`src/rtl/axis_bram_reader.sv`:
```
// rtl/axis_bram_reader.sv - streams BRAM words 0..end_reg over AXI4-Stream, once or continuously
module axis_bram_reader #(
    parameter int AXIS_TDATA_WIDTH = 32,
    parameter int BRAM_DATA_WIDTH  = 32,
    parameter int BRAM_ADDR_WIDTH  = 10
) (
    input  logic                        aclk,
    input  logic                        aresetn,
    input  logic [BRAM_ADDR_WIDTH-1:0]  cfg_data,
    input  logic                        cfg_cont,
    input  logic                        cfg_start,
    output logic [BRAM_ADDR_WIDTH-1:0]  sts_data,
    output logic                        sts_busy,
    output logic [AXIS_TDATA_WIDTH-1:0] m_axis_tdata,
    output logic                        m_axis_tvalid,
    input  logic                        m_axis_tready,
    output logic                        m_axis_tlast,
    output logic                        b_bram_clk,
    output logic                        b_bram_rst,
    output logic                        b_bram_en,
    output logic [BRAM_ADDR_WIDTH-1:0]  b_bram_addr,
    input  logic [BRAM_DATA_WIDTH-1:0]  b_bram_rdata
);

    typedef enum logic [1:0] {
        IDLE  = 2'd0,
        RUN   = 2'd1,
        DRAIN = 2'd2
    } state_t;

    state_t                               state, state_nxt;
    logic [BRAM_ADDR_WIDTH-1:0]           addr, end_reg;
    logic                                 inflight, inflight_last;
    logic [1:0][BRAM_DATA_WIDTH-1:0]      buf_data;
    logic [1:0]                           buf_last;
    logic                                 rd_ptr, wr_ptr;
    logic [1:0]                           buf_count;
    logic [2:0]                           occupancy;
    logic                                 pop, push, issue, at_end;

    assign pop       = m_axis_tvalid & m_axis_tready;
    assign push      = inflight;
    assign at_end    = (addr == end_reg);
    // Buffered plus in-flight words as they will stand after this cycle's pop.
    assign occupancy = {1'b0, buf_count} + {2'b00, inflight} - {2'b00, pop};
    assign issue     = (state == RUN) && (occupancy < 3'd2);

    always_comb begin
        state_nxt = state;
        case (state)
            IDLE:    if (cfg_start) state_nxt = RUN;
            RUN:     if (issue && at_end && !cfg_cont) state_nxt = DRAIN;
            // Leave as the final word is accepted so busy drops the very next cycle.
            DRAIN:   if (!inflight && (buf_count == {1'b0, pop})) state_nxt = IDLE;
            default: state_nxt = IDLE;
        endcase
    end

    always_ff @(posedge aclk) begin
        if (!aresetn) begin
            state         <= IDLE;
            addr          <= '0;
            end_reg       <= '0;
            inflight      <= 1'b0;
            inflight_last <= 1'b0;
            buf_data      <= '0;
            buf_last      <= '0;
            rd_ptr        <= 1'b0;
            wr_ptr        <= 1'b0;
            buf_count     <= 2'd0;
        end else begin
            state <= state_nxt;
            if ((state == IDLE) && cfg_start) begin
                addr    <= '0;
                end_reg <= cfg_data;
            end else if (issue) begin
                addr <= at_end ? '0 : addr + 1'b1;
            end
            inflight      <= issue;
            inflight_last <= issue & at_end;
            if (push) begin
                buf_data[wr_ptr] <= b_bram_rdata;
                buf_last[wr_ptr] <= inflight_last;
                wr_ptr           <= ~wr_ptr;
            end
            if (pop) rd_ptr <= ~rd_ptr;
            case ({push, pop})
                2'b10:   buf_count <= buf_count + 2'd1;
                2'b01:   buf_count <= buf_count - 2'd1;
                default: ;
            endcase
        end
    end

    assign m_axis_tvalid = (buf_count != 2'd0);
    assign m_axis_tdata  = buf_data[rd_ptr];
    assign m_axis_tlast  = buf_last[rd_ptr];
    assign b_bram_clk    = aclk;
    assign b_bram_rst    = ~aresetn;
    assign b_bram_en     = issue;
    assign b_bram_addr   = addr;
    assign sts_data      = addr;
    assign sts_busy      = (state != IDLE);

endmodule

```
`config.mk`:
```
export PLATFORM = sky130hd
export DESIGN_NAME = axis_bram_reader
export DESIGN_NICKNAME = d
export VERILOG_FILES = /design/src/rtl/axis_bram_reader.sv
export SDC_FILE = /design/constraint.sdc
export NUM_CORES = 1
export LEC_CHECK = 0
export ABC_AREA = 1
export BUFFER_PORTS_ARGS = -buffer_cell sky130_fd_sc_hd__buf_4
export CORE_UTILIZATION = 45
export DETAILED_ROUTE_END_ITERATION = 8
export PLACE_DENSITY_LB_ADDON = 0.1
export SYNTH_ARGS = -nofsm -noshare
export SYNTH_HDL_FRONTEND = slang
export SYNTH_SLANG_ARGS = --single-unit
```
`constraint.sdc`:
```
create_clock -name aclk -period 7.2 [get_ports aclk]
set_input_delay 1.08 -clock aclk [delete_from_list [all_inputs] [get_ports aclk]]
set_output_delay 1.08 -clock aclk [all_outputs]
set_load 0.01 [all_outputs]
```
### Yosys cells after proc, flatten, opt, wreduce, memory -nomap -nowiden

Cells that the tools add are included.

| cells by class | value |
|---|---|
| equal/unequal tests | 9 |
| reduce and logical (&&, ||, !) cells | 14 |
| multiplexer cells | 16 |
| add/subtract/negate cells | 5 |
| bitwise logic cells | 5 |
| $lt $le $gt $ge | 4 |

Operator list:

| kind | count |
|---|---|
| 32-bit two-way mux | 3 |
| 64-bit bitwise mux | 1 |
| 32-bit demux with 1-bit select | 1 |
| 10-bit by 1-bit adder with 10-bit output, second input constant | 1 |
| 10-bit equality test | 1 |
| 10-bit two-way mux | 1 |
| 1-bit logical AND | 6 |
| 2-bit two-way mux | 3 |
| 2-bit case mux with 3 select lines | 1 |
| 2-bit nonzero test | 3 |
| 2-bit by 1-bit equality test with 1-bit output, second input constant | 2 |
| 2-bit equality test, second input constant | 2 |
| 1-bit by 2-bit less-than comparator with 1-bit output, second input constant | 2 |
| 2-bit != test, second input constant | 2 |
| 2-bit case mux with 2 select lines | 1 |
| 2-bit by 1-bit adder with 3-bit output | 1 |
| 3-bit by 2-bit less-than comparator with 1-bit output, second input constant | 1 |
| 1-bit two-way mux | 3 |
| 1-bit NOT | 3 |
| 3-bit AND reduction | 1 |
| 3-bit by 1-bit subtractor with 3-bit output | 1 |
| 2-bit by 1-bit adder with 2-bit output, second input constant | 1 |
| 1-bit AND | 2 |
| 2-bit bitwise mux | 1 |
| 8 further kinds | 9 |

| word-level totals | value |
|---|---|
| word-level logic and storage cells | 64 |
| output and inout port bits | 58 |
| input port bits | 47 |
| flip-flop bits (word level) | 94 |

### Longest topological paths before layout

| logic depth | value |
|---|---|
| word-level depth | 9 |
| gate-level depth with buffers | 16 |
| mapped depth without buffers | 16 |

==> impl_metrics.xml <==
<?xml version="1.0" encoding="UTF-8"?>
<metrics>
  <group name="detailed_routing">
    <metric name="detailedRoute.firstPassIterationCount" unit="">6</metric>
    <metric name="route.top_layer_used" unit="">met4</metric>
    <metric name="detailed_routed_wire_length_on_met3" unit="um">509</metric>
    <metric name="remaining_drc_errors" unit="">14</metric>
    <metric name="finalWirelength" unit="mm">9.741</metric>
    <metric name="detail-route-antenna-nets" unit="">0</metric>
    <metric name="routed_len_inst" unit="um">12.50</metric>
    <metric name="vias_per_cell" unit="">4.877</metric>
    <metric name="routed-via-count" unit="">3799</metric>
    <metric name="wirelength_met1" unit="mm">4.479</metric>
    <metric name="detail_route_met2_wl" unit="mm">4.602</metric>
    <metric name="detail_route.iter0.violations" unit="">140</metric>
  </group>
  <group name="critical_path">
    <metric name="critical_path.reg2reg.endpoint" unit="">b_bram_addr[7]</metric>
    <metric name="timing.critical_path.arrival" unit="ps">3960</metric>
    <metric name="crit_fanout" unit="">2</metric>
    <metric name="ff2ff_path_depth" unit="">16</metric>
    <metric name="worst-endpoint-required" unit="ps">6120</metric>
    <metric name="reg2reg_from" unit="">buf_count[1]</metric>
    <metric name="timing.setup.critical_path_class" unit="">clock port to output pin</metric>
    <metric name="timing.critical_path.to_type" unit="">output pin</metric>
    <metric name="worst_setup_path_start_kind" unit="">clock port</metric>
    <metric name="worst-r2r-setup-slack" unit="ps">4640</metric>
  </group>
  <group name="worst_hold_path">
    <metric name="min-delay-path-class" unit="">flop to flop</metric>
    <metric name="timing.hold.worst_path_depth" unit="">2</metric>
    <metric name="worst_hold_startpoint" unit="">buf_data[6]</metric>
    <metric name="holdPathEnd" unit="">buf_data[6]</metric>
  </group>
  <group name="clock_tree">
    <metric name="cts-resized-gates" unit="">0</metric>
    <metric name="cts_setup_buffers" unit="">0</metric>
    <metric name="tritoncts" unit="">built</metric>
    <metric name="post_cts_hold_buffer_count" unit="">0</metric>
    <metric name="cts.reportedPaths.clkPinSlew" unit="ps">80</metric>
    <metric name="clk_latency" unit="ps">470</metric>
  </group>
  <group name="yosys">
    <metric name="yosysSeqAreaShare" unit="%">45.51</metric>
    <metric name="async_reset_ff_share" unit="%">0</metric>
    <metric name="syn_area" unit="sq um">4135</metric>
    <metric name="synthesis.area_per_instance" unit="sq um">7.045</metric>
    <metric name="synth.largest_area_cell" unit="">sky130_fd_sc_hd__dfxtp_1</metric>
    <metric name="yosysWarningCount" unit="">0</metric>
    <metric name="synthesis.nets" unit="">638</metric>
    <metric name="postSynth.topFlopCell" unit="">sky130_fd_sc_hd__dfxtp_1</metric>
    <metric name="ys_types" unit="">33</metric>
    <metric name="synth_edf_count" unit="">0</metric>
    <metric name="synthCells" unit="">587</metric>
    <metric name="synth.ff_latch_count" unit="">94</metric>
    <metric name="synth_commonest_cells" unit="">157 x sky130_fd_sc_hd__nor2_1, 130 x sky130_fd_sc_hd__nand2_1, 94 x sky130_fd_sc_hd__dfxtp_1, 78 x sky130_fd_sc_hd__o21ai_0, 23 x sky130_fd_sc_hd__clkbuf_1</metric>
    <metric name="synthMostInstantiatedCell" unit="">sky130_fd_sc_hd__nor2_1</metric>
    <metric name="synth_area_leaders" unit="">sky130_fd_sc_hd__dfxtp_1 46%, sky130_fd_sc_hd__nor2_1 14%, sky130_fd_sc_hd__nand2_1 12%</metric>
    <metric name="netlist.area_leader.share" unit="%">45.51</metric>
  </group>
  <group name="timing">
    <metric name="setup_violations" unit="">0</metric>
    <metric name="timing.max_slew.rel_slack" unit="%">26.05</metric>
    <metric name="final_max_slew_viol_count" unit="">0</metric>
    <metric name="timing_worst_slew_pin_value" unit="ps">1102</metric>
    <metric name="hold_viol_final" unit="">0</metric>
    <metric name="clock_skew_after_layout" unit="ps">13.23</metric>
    <metric name="rsz0062_at_grt" unit="">false</metric>
    <metric name="setup_total_negative_slack" unit="ps">0</metric>
  </group>
  <group name="floorplanning">
    <metric name="die_height" unit="um">97.86</metric>
    <metric name="dieWidth" unit="um">97.86</metric>
    <metric name="initial_utilization" unit="%">46.96</metric>
    <metric name="pin_count" unit="">105</metric>
    <metric name="floorplan.core_area" unit="sq um">8806</metric>
    <metric name="die-area" unit="sq um">9577</metric>
    <metric name="placement_rows" unit="">34</metric>
  </group>
  <group name="place">
    <metric name="gpl_congestion" unit="">0.8308</metric>
    <metric name="placed_cells" unit="">761</metric>
    <metric name="portBuffers" unit="">104</metric>
    <metric name="place_hpwl" unit="mm">6.099</metric>
  </group>
  <group name="job">
    <metric name="max_cap_violations" unit="">0</metric>
  </group>
  <group name="pwr">
    <metric name="irDropWorstVdd" unit="mV">0.1770</metric>
    <metric name="leak_pwr" unit="nW">2.382</metric>
    <metric name="power_density" unit="nW/um^2">258.5</metric>
  </group>
  <group name="final_layout">
    <metric name="largest_register_ff_count" unit="">64</metric>
    <metric name="post_synthesis_to_final_layout_area_growth" unit="%">23.81</metric>
    <metric name="design.final.nets" unit="">718</metric>
    <metric name="antenna_cells" unit="">0</metric>
    <metric name="layout.cells.non_filler" unit="">779</metric>
    <metric name="final_layout_size_suffix_gt1_share" unit="%">21.46</metric>
  </group>
  <group name="global_route">
    <metric name="grt_start_max_net_pins" unit="">81</metric>
    <metric name="grt_antenna_before_repair" unit="">0</metric>
    <metric name="vias_in_the_first_global_route" unit="">3587</metric>
    <metric name="grt_usage" unit="%">21.51</metric>
    <metric name="grt_remaining_overflow" unit="">0</metric>
    <metric name="grt_first_pass_wirelength" unit="mm">16.43</metric>
  </group>
  <group name="outcome">
    <metric name="violations" unit="">design-rule violations</metric>
    <metric name="outcome" unit="">finished with violations</metric>
  </group>
</metrics>
==> layout by cell type, fill, tap and decap left out, types with 4 or more instances in the layout <==
master,count
sky130_fd_sc_hd__a21oi_1,14
sky130_fd_sc_hd__buf_4,106
sky130_fd_sc_hd__clkbuf_8,12
sky130_fd_sc_hd__dfxtp_1,94
sky130_fd_sc_hd__inv_1,21
sky130_fd_sc_hd__nand2_1,130
sky130_fd_sc_hd__nand4_1,4
sky130_fd_sc_hd__nor2_1,157
sky130_fd_sc_hd__nor2_2,4
sky130_fd_sc_hd__o21ai_0,78
sky130_fd_sc_hd__xnor2_1,7
sky130_fd_sc_hd__xor2_1,4
==> layer usage <==
metal  vias up  GRT usage (%)
li1       1992              -
met1      1711          25.78
met2        83          36.40
met3        13          5.297
met4         0          9.674
met5         -              0
==> through the flow <==
stage	setup WS [ps]	utilization [%]	area, sq um	power [mW]	hold WS (ps)
final	2161	58.14	5120	1.323	465.4
after CTS	2155	58.14	5120	1.340	469.0
after detailed placement	2401	55.27	4867	0.9211	452.2
after floorplan	2401	-	4135	0.8008	424.5
after global placement	2401	55.27	4867	0.9144	434.6
after global routing	2152	58.14	5120	1.401	503.0
==> where the power goes <==
part,internal [mW],switching (mW),leakage [nW]
registers,0.566,0.0274,0.764
logic,0.122,0.180,1.49
clock network,0.235,0.193,0.124
total,0.923,0.400,2.38
==> critical path: stages <==
cell and delay, ps:
sky130_fd_sc_hd__clkbuf_8 110, sky130_fd_sc_hd__clkbuf_8 120, sky130_fd_sc_hd__buf_4 130
==> worst max path at each step <==
| stage | end | slack, ps | from | cells past startpoint |
|---|---|---|---|---|
| finish | b_bram_clk | 2160 | aclk | 3 |
| global route | b_bram_clk | 2150 | aclk | 3 |
| CTS | b_bram_clk | 2160 | aclk | 3 |
| detailed placement | b_bram_clk | 2400 | aclk | 1 |
| global placement | b_bram_clk | 2400 | aclk | 1 |
| floorplan | b_bram_clk | 2400 | aclk | 1 |
==> final cells by class <==
type                            instances  area [sq um]
Inverter                               27         103.9
Fill cell                             856          3686
Tap cell                              108         135.1
Multi-Input combinational cell        426          1951
Clock inverter                          6         87.58
Timing Repair Buffer                  105         788.3
Clock buffer                           13         172.7
Sequential cell                        94          1882
==> kinds of logic (layout without fill, tap and decap cells) <==
kind of cell	after synthesis	after routing	synth area share (%)
and+or+nand+nor	313	313	31.19
AOI/OAI and AO/OA	97	97	11.86
DFF	94	94	45.51
buffers and inverters	67	151	7.322
xor gates and xnor gates	12	12	2.723
adders and majority gates	4	4	1.392
No activity file was read; power rests on OpenSTA's default activity.
